`config.mk`:
```
export PLATFORM = sky130hd
export DESIGN_NAME = main_control_fsm
export DESIGN_NICKNAME = d
export VERILOG_FILES = /design/src/rtl/main_control_fsm.sv
export SDC_FILE = /design/constraint.sdc
export NUM_CORES = 1
export LEC_CHECK = 0
export CAP_MARGIN = 25
export CORE_MARGIN = 2
export CORE_UTILIZATION = 44
export CTS_BUF_LIST = sky130_fd_sc_hd__clkbuf_8
export DETAILED_ROUTE_END_ITERATION = 7
export PLACE_DENSITY = 0.74
export SLEW_MARGIN = 20
export SYNTH_ARGS = -nofsm -noshare
export SYNTH_HDL_FRONTEND = slang
export SYNTH_SLANG_ARGS = --single-unit
```
`constraint.sdc`:
```
create_clock -name clk -period 2.28 [get_ports clk]
set_input_delay 0.456 -clock clk [delete_from_list [all_inputs] [get_ports clk]]
set_output_delay 0.456 -clock clk [all_outputs]
set_load 0.05 [all_outputs]
```
`src/rtl/main_control_fsm.sv`:
```
// Multi-cycle main control unit for the RV32I core: sequences fetch/decode/execute/
// memory/write-back, drives datapath selects and strobes, counts retired instructions.
module main_control_fsm #(
  parameter int TIMEOUT = 16,
  parameter int TO_W    = 5
) (
  input  logic        clk,
  input  logic        rst_n,
  input  logic [6:0]  opcode,
  input  logic        mem_ready,
  input  logic        br_taken,
  output logic [1:0]  ALUOp,
  output logic [1:0]  alu_src_a,
  output logic [1:0]  alu_src_b,
  output logic [1:0]  result_src,
  output logic        pc_src,
  output logic        pc_write,
  output logic        ir_write,
  output logic        reg_write,
  output logic        mem_req,
  output logic        mem_we,
  output logic        iord,
  output logic        illegal,
  output logic        bus_err,
  output logic [3:0]  state,
  output logic [31:0] instret
);

  typedef enum logic [3:0] {
    S_FETCH     = 4'd0,
    S_DECODE    = 4'd1,
    S_EXEC_R    = 4'd2,
    S_EXEC_I    = 4'd3,
    S_MEM_ADDR  = 4'd4,
    S_MEM_READ  = 4'd5,
    S_MEM_WB    = 4'd6,
    S_MEM_WRITE = 4'd7,
    S_ALU_WB    = 4'd8,
    S_BRANCH    = 4'd9,
    S_JAL       = 4'd10,
    S_TRAP      = 4'd11
  } state_e;

  localparam logic [6:0] OP_R      = 7'b0110011;
  localparam logic [6:0] OP_I      = 7'b0010011;
  localparam logic [6:0] OP_LOAD   = 7'b0000011;
  localparam logic [6:0] OP_STORE  = 7'b0100011;
  localparam logic [6:0] OP_BRANCH = 7'b1100011;
  localparam logic [6:0] OP_JAL    = 7'b1101111;

  localparam logic [TO_W-1:0] TO_LIMIT = TO_W'(TIMEOUT);
  localparam logic            WD_EN    = (TIMEOUT != 0) ? 1'b1 : 1'b0;

  state_e          state_r;
  state_e          next_state_s;
  logic [TO_W-1:0] wd_cnt_r;
  logic [TO_W-1:0] wd_cnt_nxt_s;
  logic            wait_s;
  logic            timeout_s;
  logic            retire_s;
  logic            illegal_r;
  logic            bus_err_r;
  logic [31:0]     instret_r;

  logic [1:0] aluop_s;
  logic [1:0] alu_src_a_s;
  logic [1:0] alu_src_b_s;
  logic [1:0] result_src_s;
  logic       pc_src_s;
  logic       pc_write_s;
  logic       ir_write_s;
  logic       reg_write_s;
  logic       mem_req_s;
  logic       mem_we_s;
  logic       iord_s;

  function automatic state_e decode_op(input logic [6:0] op);
    case (op)
      OP_R:      decode_op = S_EXEC_R;
      OP_I:      decode_op = S_EXEC_I;
      OP_LOAD:   decode_op = S_MEM_ADDR;
      OP_STORE:  decode_op = S_MEM_ADDR;
      OP_BRANCH: decode_op = S_BRANCH;
      OP_JAL:    decode_op = S_JAL;
      default:   decode_op = S_TRAP;
    endcase
  endfunction

  function automatic logic is_wait(input state_e s);
    case (s)
      S_FETCH, S_MEM_READ, S_MEM_WRITE: is_wait = 1'b1;
      default:                          is_wait = 1'b0;
    endcase
  endfunction

  function automatic logic is_retire_src(input state_e s);
    case (s)
      S_ALU_WB, S_MEM_WB, S_MEM_WRITE, S_BRANCH, S_JAL: is_retire_src = 1'b1;
      default:                                        is_retire_src = 1'b0;
    endcase
  endfunction

  // Watchdog expiry wins only if memory is still not ready at the limit.
  assign wait_s    = is_wait(state_r);
  assign timeout_s = WD_EN & wait_s & ~mem_ready & (wd_cnt_r == TO_LIMIT);
  assign retire_s  = (next_state_s == S_FETCH) & is_retire_src(state_r);

  // State, watchdog, sticky flags and retired-instruction counter.
  always_ff @(posedge clk) begin
    if (!rst_n) begin
      state_r   <= S_FETCH;
      wd_cnt_r  <= {TO_W{1'b0}};
      illegal_r <= 1'b0;
      bus_err_r <= 1'b0;
      instret_r <= 32'd0;
    end else begin
      state_r   <= next_state_s;
      wd_cnt_r  <= wd_cnt_nxt_s;
      illegal_r <= illegal_r | ((state_r == S_DECODE) & (next_state_s == S_TRAP));
      bus_err_r <= bus_err_r | timeout_s;
      if (retire_s) begin
        instret_r <= instret_r + 32'd1;
      end else begin
        instret_r <= instret_r;
      end
    end
  end

  // Next-state decode.
  always_comb begin
    next_state_s = state_r;
    case (state_r)
      S_FETCH: begin
        if (timeout_s)      next_state_s = S_TRAP;
        else if (mem_ready) next_state_s = S_DECODE;
        else                next_state_s = S_FETCH;
      end
      S_DECODE:   next_state_s = decode_op(opcode);
      S_EXEC_R:   next_state_s = S_ALU_WB;
      S_EXEC_I:   next_state_s = S_ALU_WB;
      S_ALU_WB:   next_state_s = S_FETCH;
      S_MEM_ADDR: begin
        if (opcode == OP_LOAD) next_state_s = S_MEM_READ;
        else                   next_state_s = S_MEM_WRITE;
      end
      S_MEM_READ: begin
        if (timeout_s)      next_state_s = S_TRAP;
        else if (mem_ready) next_state_s = S_MEM_WB;
        else                next_state_s = S_MEM_READ;
      end
      S_MEM_WB:   next_state_s = S_FETCH;
      S_MEM_WRITE: begin
        if (timeout_s)      next_state_s = S_TRAP;
        else if (mem_ready) next_state_s = S_FETCH;
        else                next_state_s = S_MEM_WRITE;
      end
      S_BRANCH:   next_state_s = S_FETCH;
      S_JAL:      next_state_s = S_FETCH;
      S_TRAP:     next_state_s = S_TRAP;
      default:    next_state_s = S_TRAP;
    endcase
  end

  // Watchdog restarts on every state change and saturates at the limit.
  always_comb begin
    wd_cnt_nxt_s = wd_cnt_r;
    if (next_state_s != state_r) begin
      wd_cnt_nxt_s = {TO_W{1'b0}};
    end else if (wait_s && !mem_ready && (wd_cnt_r != TO_LIMIT)) begin
      wd_cnt_nxt_s = wd_cnt_r + TO_W'(1);
    end else begin
      wd_cnt_nxt_s = wd_cnt_r;
    end
  end

  // Moore output decode; FETCH and BRANCH strobes also follow mem_ready / br_taken.
  always_comb begin
    aluop_s      = 2'b00;
    alu_src_a_s  = 2'b00;
    alu_src_b_s  = 2'b00;
    result_src_s = 2'b00;
    pc_src_s     = 1'b0;
    pc_write_s   = 1'b0;
    ir_write_s   = 1'b0;
    reg_write_s  = 1'b0;
    mem_req_s    = 1'b0;
    mem_we_s     = 1'b0;
    iord_s       = 1'b0;
    case (state_r)
      S_FETCH: begin
        mem_req_s = 1'b1;
        if (mem_ready) begin
          ir_write_s  = 1'b1;
          pc_write_s  = 1'b1;
          alu_src_b_s = 2'b10;
        end else begin
          ir_write_s  = 1'b0;
          pc_write_s  = 1'b0;
        end
      end
      S_DECODE: begin
        alu_src_a_s = 2'b01;
        alu_src_b_s = 2'b01;
      end
      S_EXEC_R: begin
        alu_src_a_s = 2'b10;
        aluop_s     = 2'b10;
      end
      S_EXEC_I: begin
        alu_src_a_s = 2'b10;
        alu_src_b_s = 2'b01;
        aluop_s     = 2'b10;
      end
      S_ALU_WB: reg_write_s = 1'b1;
      S_MEM_ADDR: begin
        alu_src_a_s = 2'b10;
        alu_src_b_s = 2'b01;
      end
      S_MEM_READ: begin
        mem_req_s = 1'b1;
        iord_s    = 1'b1;
      end
      S_MEM_WB: begin
        reg_write_s  = 1'b1;
        result_src_s = 2'b01;
      end
      S_MEM_WRITE: begin
        mem_req_s = 1'b1;
        mem_we_s  = 1'b1;
        iord_s    = 1'b1;
      end
      S_BRANCH: begin
        alu_src_a_s = 2'b10;
        aluop_s     = 2'b01;
        pc_src_s    = 1'b1;
        pc_write_s  = br_taken;
      end
      S_JAL: begin
        alu_src_a_s  = 2'b01;
        alu_src_b_s  = 2'b10;
        result_src_s = 2'b10;
        reg_write_s  = 1'b1;
        pc_src_s     = 1'b1;
        pc_write_s   = 1'b1;
      end
      S_TRAP:  aluop_s = 2'b00;
      default: aluop_s = 2'b00;
    endcase
  end

  // Strobes are held off combinationally while reset is asserted.
  assign pc_write  = pc_write_s  & rst_n;
  assign ir_write  = ir_write_s  & rst_n;
  assign reg_write = reg_write_s & rst_n;
  assign mem_req   = mem_req_s   & rst_n;
  assign mem_we    = mem_we_s    & rst_n;

  assign ALUOp      = aluop_s;
  assign alu_src_a  = alu_src_a_s;
  assign alu_src_b  = alu_src_b_s;
  assign result_src = result_src_s;
  assign pc_src     = pc_src_s;
  assign iord       = iord_s;
  assign illegal    = illegal_r;
  assign bus_err    = bus_err_r;
  assign state      = state_r;
  assign instret    = instret_r;

endmodule

```
Yosys cells after proc, flatten, opt, wreduce, memory -nomap -nowiden
Index checks and enable logic that the tools add are counted.

Bits of input ports: 11. Flip-flop bits (word level): 43. Word-level logic and storage cells: 80. Output and inout port bits: 53.

Bitwise gates (word level): 13. Eq/ne operators: 20. $add $sub $neg: 2. Reduce and logical (&&, ||, !) cells: 17. Multiplexer cells: 23.

Operator list (count): $add 32x1->32 const B (1); $pmux 4 s7 (1); $pmux 4 s5 (1); $eq 4x3->1 const B (4); $eq 4x4->1 const B (4); $eq 7x6->1 const B (2); $eq 7x7->1 const B (2); $mux 4 (3); $pmux 2 s2 (3); $reduce_or 2->1 (6); $and 1x1->1 (9); $mux 1 (9); $reduce_or 3->1 (3); $eq 4x2->1 const B (2); $logic_not 4->1 (2); $reduce_or 4->1 (2); $eq 7x2->1 const B (1); $eq 7x5->1 const B (1); $mux 2 (3); $pmux 2 s3 (1); $add 5x1->5 const B (1); $eq 5x5->1 const B (1); $ne 5x5->1 const B (1); $reduce_or 5->1 (1); 8 further kinds (11).

Depth between registers and ports, before layout
Depth after elaboration: 10. Mapped depth: 9. Mapped depth without buffers: 7.

Worst setup path after synthesis
No wires, ideal clock.

Path type: register -> output. From: reg state_r[0] (netlist: state[0]). To: out pc_write. Buffers on the path: 2. Required time: 1.824 ns. Cell stages (with the launch flop): 7. Path slack: -1.010 ns. Arrival: 2.834 ns. Cells stage by stage: dfxtp_1 > buf_2 > buf_1 > nand2_1 > nor2_1 > a21oi_1 > nor2_1.

Cells in the longest elaborated chain, start to end: 3. Elaborated cells between the ends (all ways): 5. Those cells by class: 2 x eq/ne; 1 x mux; 1 x bitwise; 1 x reduce/logical.

Ends and longest elaborated chain: from (decl) (line 54) `state_e state_r;`; from (signal assigned) (line 117) `state_r <= next_state_s;`; $eq 4x4->1 or $logic_not 4->1 (tied branches) (line 189) `case (state_r)`; $pmux 1 s3 (*) (line 189); $and 1x1->1 (*) (line 252) `assign pc_write = pc_write_s & rst_n;`; to (decl) (line 17) `output logic pc_write,`.

Every way passes the cells marked *; elsewhere a longest branch is shown, timed or not.

Final worst setup path
From: reg state_r[1] (netlist: state[1]). To: reg instret_r[30] (netlist: instret[30]).

Cells in the longest elaborated chain, start to end: 9. Elaborated cells between the ends (all ways): 25. Those cells by class: 10 x eq/ne; 6 x mux; 3 x bitwise; 6 x reduce/logical.

Ends and longest elaborated chain: $eq 4x3->1, or another cell as far along (line 90, 97, 132); $reduce_or 3->1 (no line); $mux 1 (line 90) `case (s)`; $and 1x1->1 (2 in a row) (line 105) `assign timeout_s = WD_EN & wait_s & ~mem_ready & (wd_cnt_r == TO_LIMIT);`; $mux 4 (on tied branches) (line 153, 134, 147); $pmux 4 s7 (line 132) `case (state_r)`; $logic_not 4->1 (line 106) `assign retire_s = (next_state_s == S_FETCH) & is_retire_src(state_r);`; $and 1x1->1 (*) (line 106); to (signal assigned) (line 122) `instret_r <= instret_r + 32'd1;`; to (signal assigned) (line 124) `instret_r <= instret_r;`; to (decl) (line 63) `logic [31:0] instret_r;`.

Marks and branches as above. A chain may end at the register's enable or synchronous reset.

==> flow_summary.yaml <==
placed_design:
  port_buffers: 63
  gp_congestion: 0.887
  dp_cells: 515
  dp_hpwl_microns: 5710
  place_ws_ns: -0.361
pwr:
  combPwrFrac_pct: 38.7
  p_switching_w: 0.000779
  vdd_drop_max_mv: 0.517
  seqPwrFrac_pct: 35.5
  powerDensity_nw_per_um2: 482
  p_int_w: 0.00141
  p_leak_nw: 1.55
  p_clk_share_pct: 25.9
  swShare_pct: 35.6
logic_synthesis:
  synth_edf_count: 0
  synth-seq-cells: 43
  yosysWarningCount: 0
  synthArstFlopShare_pct: 0
  synth_cell_types: 55
  synthCells: 353
  synth.cell_area_sq_um: 2800
  syn-num-nets: 367
  seq_area_frac_synth_pct: 30.7
  syn-mean-instance-area_sq_um: 7.94
  synth-main-ff-cell: "dfxtp_1"
cells_and_area:
  stdcell_count: 541
  diodes: 0
  final_nets: 477
  drive_gt1_share_pct: 34.7
  syn_to_final_growth_pct: 62.1
  fin_util_pct: 72.8
sta:
  fmax_ghz: 0.434
  timing_hold_violations_final: 0
  rsz0062_at_grt: "true"
  fin_crit_sh_pct: 101
  post-route-min-period_ns: 2.30
  tns_ns: -0.0231
  worstMarginPinSlew_ns: 0.664
  worst_clock_skew_ns: 0.0109
  setup_ws_ns: -0.0231
  relSlewSlack_pct: 55.6
  setup_viol: 1
  whs_ns: 0.488
  maxSlewViolCount: 0
clocking:
  cts_tree: "done"
  cts_sinks: 43
  worstSkewPairLatency_ns: 0.31
  root_buffer: "clkbuf_8"
  path_clk_slew_ns: 0.09
  cts_max_level: 2
  cts_made_buffers: 5
  cts_max_path_buffers: 2
floorplanning:
  core_area_sq_um: 6240
  start_util_pct: 44.9
  dieArea_sq_um: 7020
  io_pins: 64
  dieHeight_microns: 83.8
  num_rows: 29
  die_w_microns: 83.8
setup_path:
  cp.arrival_ns: 2.52
  cp.required_ns: 2.50
  cp_max_fo: 12
  worstSetupStartpointType: "flop"
  setup.worst_path.class: "flop to flop"
  worstSetupEndpointType: "flop"
global_route:
  overflow: 0
  gr-usage-all-layers_pct: 23.6
  grt_pass1_vias: 2911
  grt_antenna_before_repair: 0
  grt_pass1_wl_microns: 13800
  grt_max_degree: 26
routing:
  routed_wl_microns: 9390
  final_antenna_net_count: 0
  dr.pass1.iters: 6
  drt-initial-drc-count: 232
  wl_per_cell_microns: 17.4
  drcViolationCount: 0
  via_per_inst: 6.06
  vias: 3280
worst_hold_path:
  holdCritPathClass: "flop to flop"
job:
  drv_cap: 0
outcome:
  violations: "setup timing"
  status: "finished with violations"
[state kept, by name, indices dropped and copies added (netlist names)]
signal / count
state: 4
illegal: 1
bus_err: 1
wd_cnt_r: 5
instret: 32
[cell type report]
class                           count  area [sq um]
Clock inverter                      1          6.26
Sequential cell                    43           881
Timing Repair Buffer              127          1320
Fill cell                         413          1700
Multi-Input combinational cell    272          2090
Clock buffer                        7          96.3
Inverter                           14          56.3
Tap cell                           77          96.3
[metrics by stage]
stage	cell area (sq um)	total power, W
3_5_place_dp	3960	0.00146
6_report	4540	0.00219
2_1_floorplan	2900	0.00120
3_3_place_gp	3960	0.00146
5_1_grt	4540	0.00226
4_1_cts	4170	0.00209
[routing by layer]
layer | routed length (microns) | share of wire, % | vias to the layer above | track usage (%)
met5 | 0 | 0 | - | 0
met4 | 241 | 2.6 | 0 | 7.62
met3 | 521 | 5.5 | 29 | 3.46
met2 | 4610 | 49 | 143 | 37.7
met1 | 4020 | 43 | 1567 | 32.8
li1 | - | - | 1541 | -
[cell usage in the layout, fill, tap and decap left out, drive strengths merged, types with 2 or more instances in the layout]
master,netlist,layout
nor3,11,11
and4,3,3
buf,13,77
or4,17,17
nor2b,2,2
o2111ai,4,4
nand3,14,14
and3,3,3
o311ai,2,2
dfxtp,43,43
o21ai,7,7
nand4,11,11
xor2,3,3
a2111oi,2,2
nand2b,17,17
clkdlybuf4s50,0,44
nand2,35,35
clkbuf,11,8
or2,2,2
inv,14,14
a21oi,22,22
mux2i,17,17
nor2,23,23
o211ai,4,4
nor4,14,14
o41ai,3,3
ha,3,3
o31ai,17,17
or3,8,8
nand3b,2,2
a31oi,2,2
and2,6,6
xnor2,2,2
nor4b,2,2
dlygate4sd2,0,3
a211oi,2,2
[power by group through the flow]
stage	combinational, W	clock (W)	sequential, W
5_1_grt	0.000887	0.000598	0.000779
2_1_floorplan	0.000380	0	0.000822
4_1_cts	0.000748	0.000562	0.000775
3_5_place_dp	0.000669	0	0.000792
6_report	0.000846	0.000567	0.000776
3_3_place_gp	0.000663	0	0.000792
[synthesized netlist by cell type, types with 2 or more instances]
master	number	area (sq um)
and3_1	3	18.8
dfxtp_1	43	861
a31oi_1	2	12.5
buf_2	5	25.0
ha_1	3	37.5
nor2_1	23	86.3
xnor2_1	2	17.5
o21ai_0	4	20.0
or3_1	8	50.1
o211ai_1	4	30.0
o41ai_1	3	26.3
o21ai_1	3	15.0
a2111oi_0	2	17.5
nand2_1	35	131
buf_6	2	22.5
nand2b_1	17	106
buf_1	3	11.3
buf_8	2	30.0
xor2_1	3	26.3
nand4_1	11	68.8
nor4_1	14	87.6
o2111ai_1	4	35.0
a211oi_1	2	15.0
nand3_1	13	65.1
a21oi_1	21	105
and2_1	6	37.5
nor4b_1	2	17.5
mux2i_1	17	170
o31ai_1	17	128
or2_2	2	12.5
or4_1	16	120
nor2b_1	2	12.5
nand3b_1	2	15.0
inv_1	14	52.6
clkbuf_1	11	41.3
and4_1	3	26.3
nor3_1	11	55.1
[kinds of logic after synthesis]
logic type	synth area share [%]
XOR/XNOR	1.56
multiplexers	6.07
adder cells (fa/ha/maj)	1.34
AO/OA/AOI/OAI	17.5
AND/OR/NAND/NOR	36.0
buffers and inverters	6.79
flip-flops	30.7
[worst paths after layout]
path | end | slack [ns] | start | cells after the start
max | instret[30] | -0.02 | state[1] | 6
min | illegal | 0.49 | illegal | 2
max reg2reg | instret[30] | -0.02 | state[1] | 6
min reg2reg | illegal | 0.49 | illegal | 2
[worst max-delay path: stages (launching register included)]
cell and delay [ns]:
dfxtp_4 0.35, or4b_4 0.56, or4_4 0.59, o311ai_4 0.23
buf_6 0.20, nor4b_2 0.05, mux2i_1 0.24
[what timing repair did]
| item | CTS | global route |
|---|---|---|
| hold buffers | 0 | 0 |
| resized for setup | 12 | 53 |
| cloned | 2 | 2 |
| setup buffers | 1 | 13 |
| setup endpoints to repair | 18 | 40 |
| pin swaps | 1 | 18 |
No activity file was read; power rests on OpenSTA's default activity.
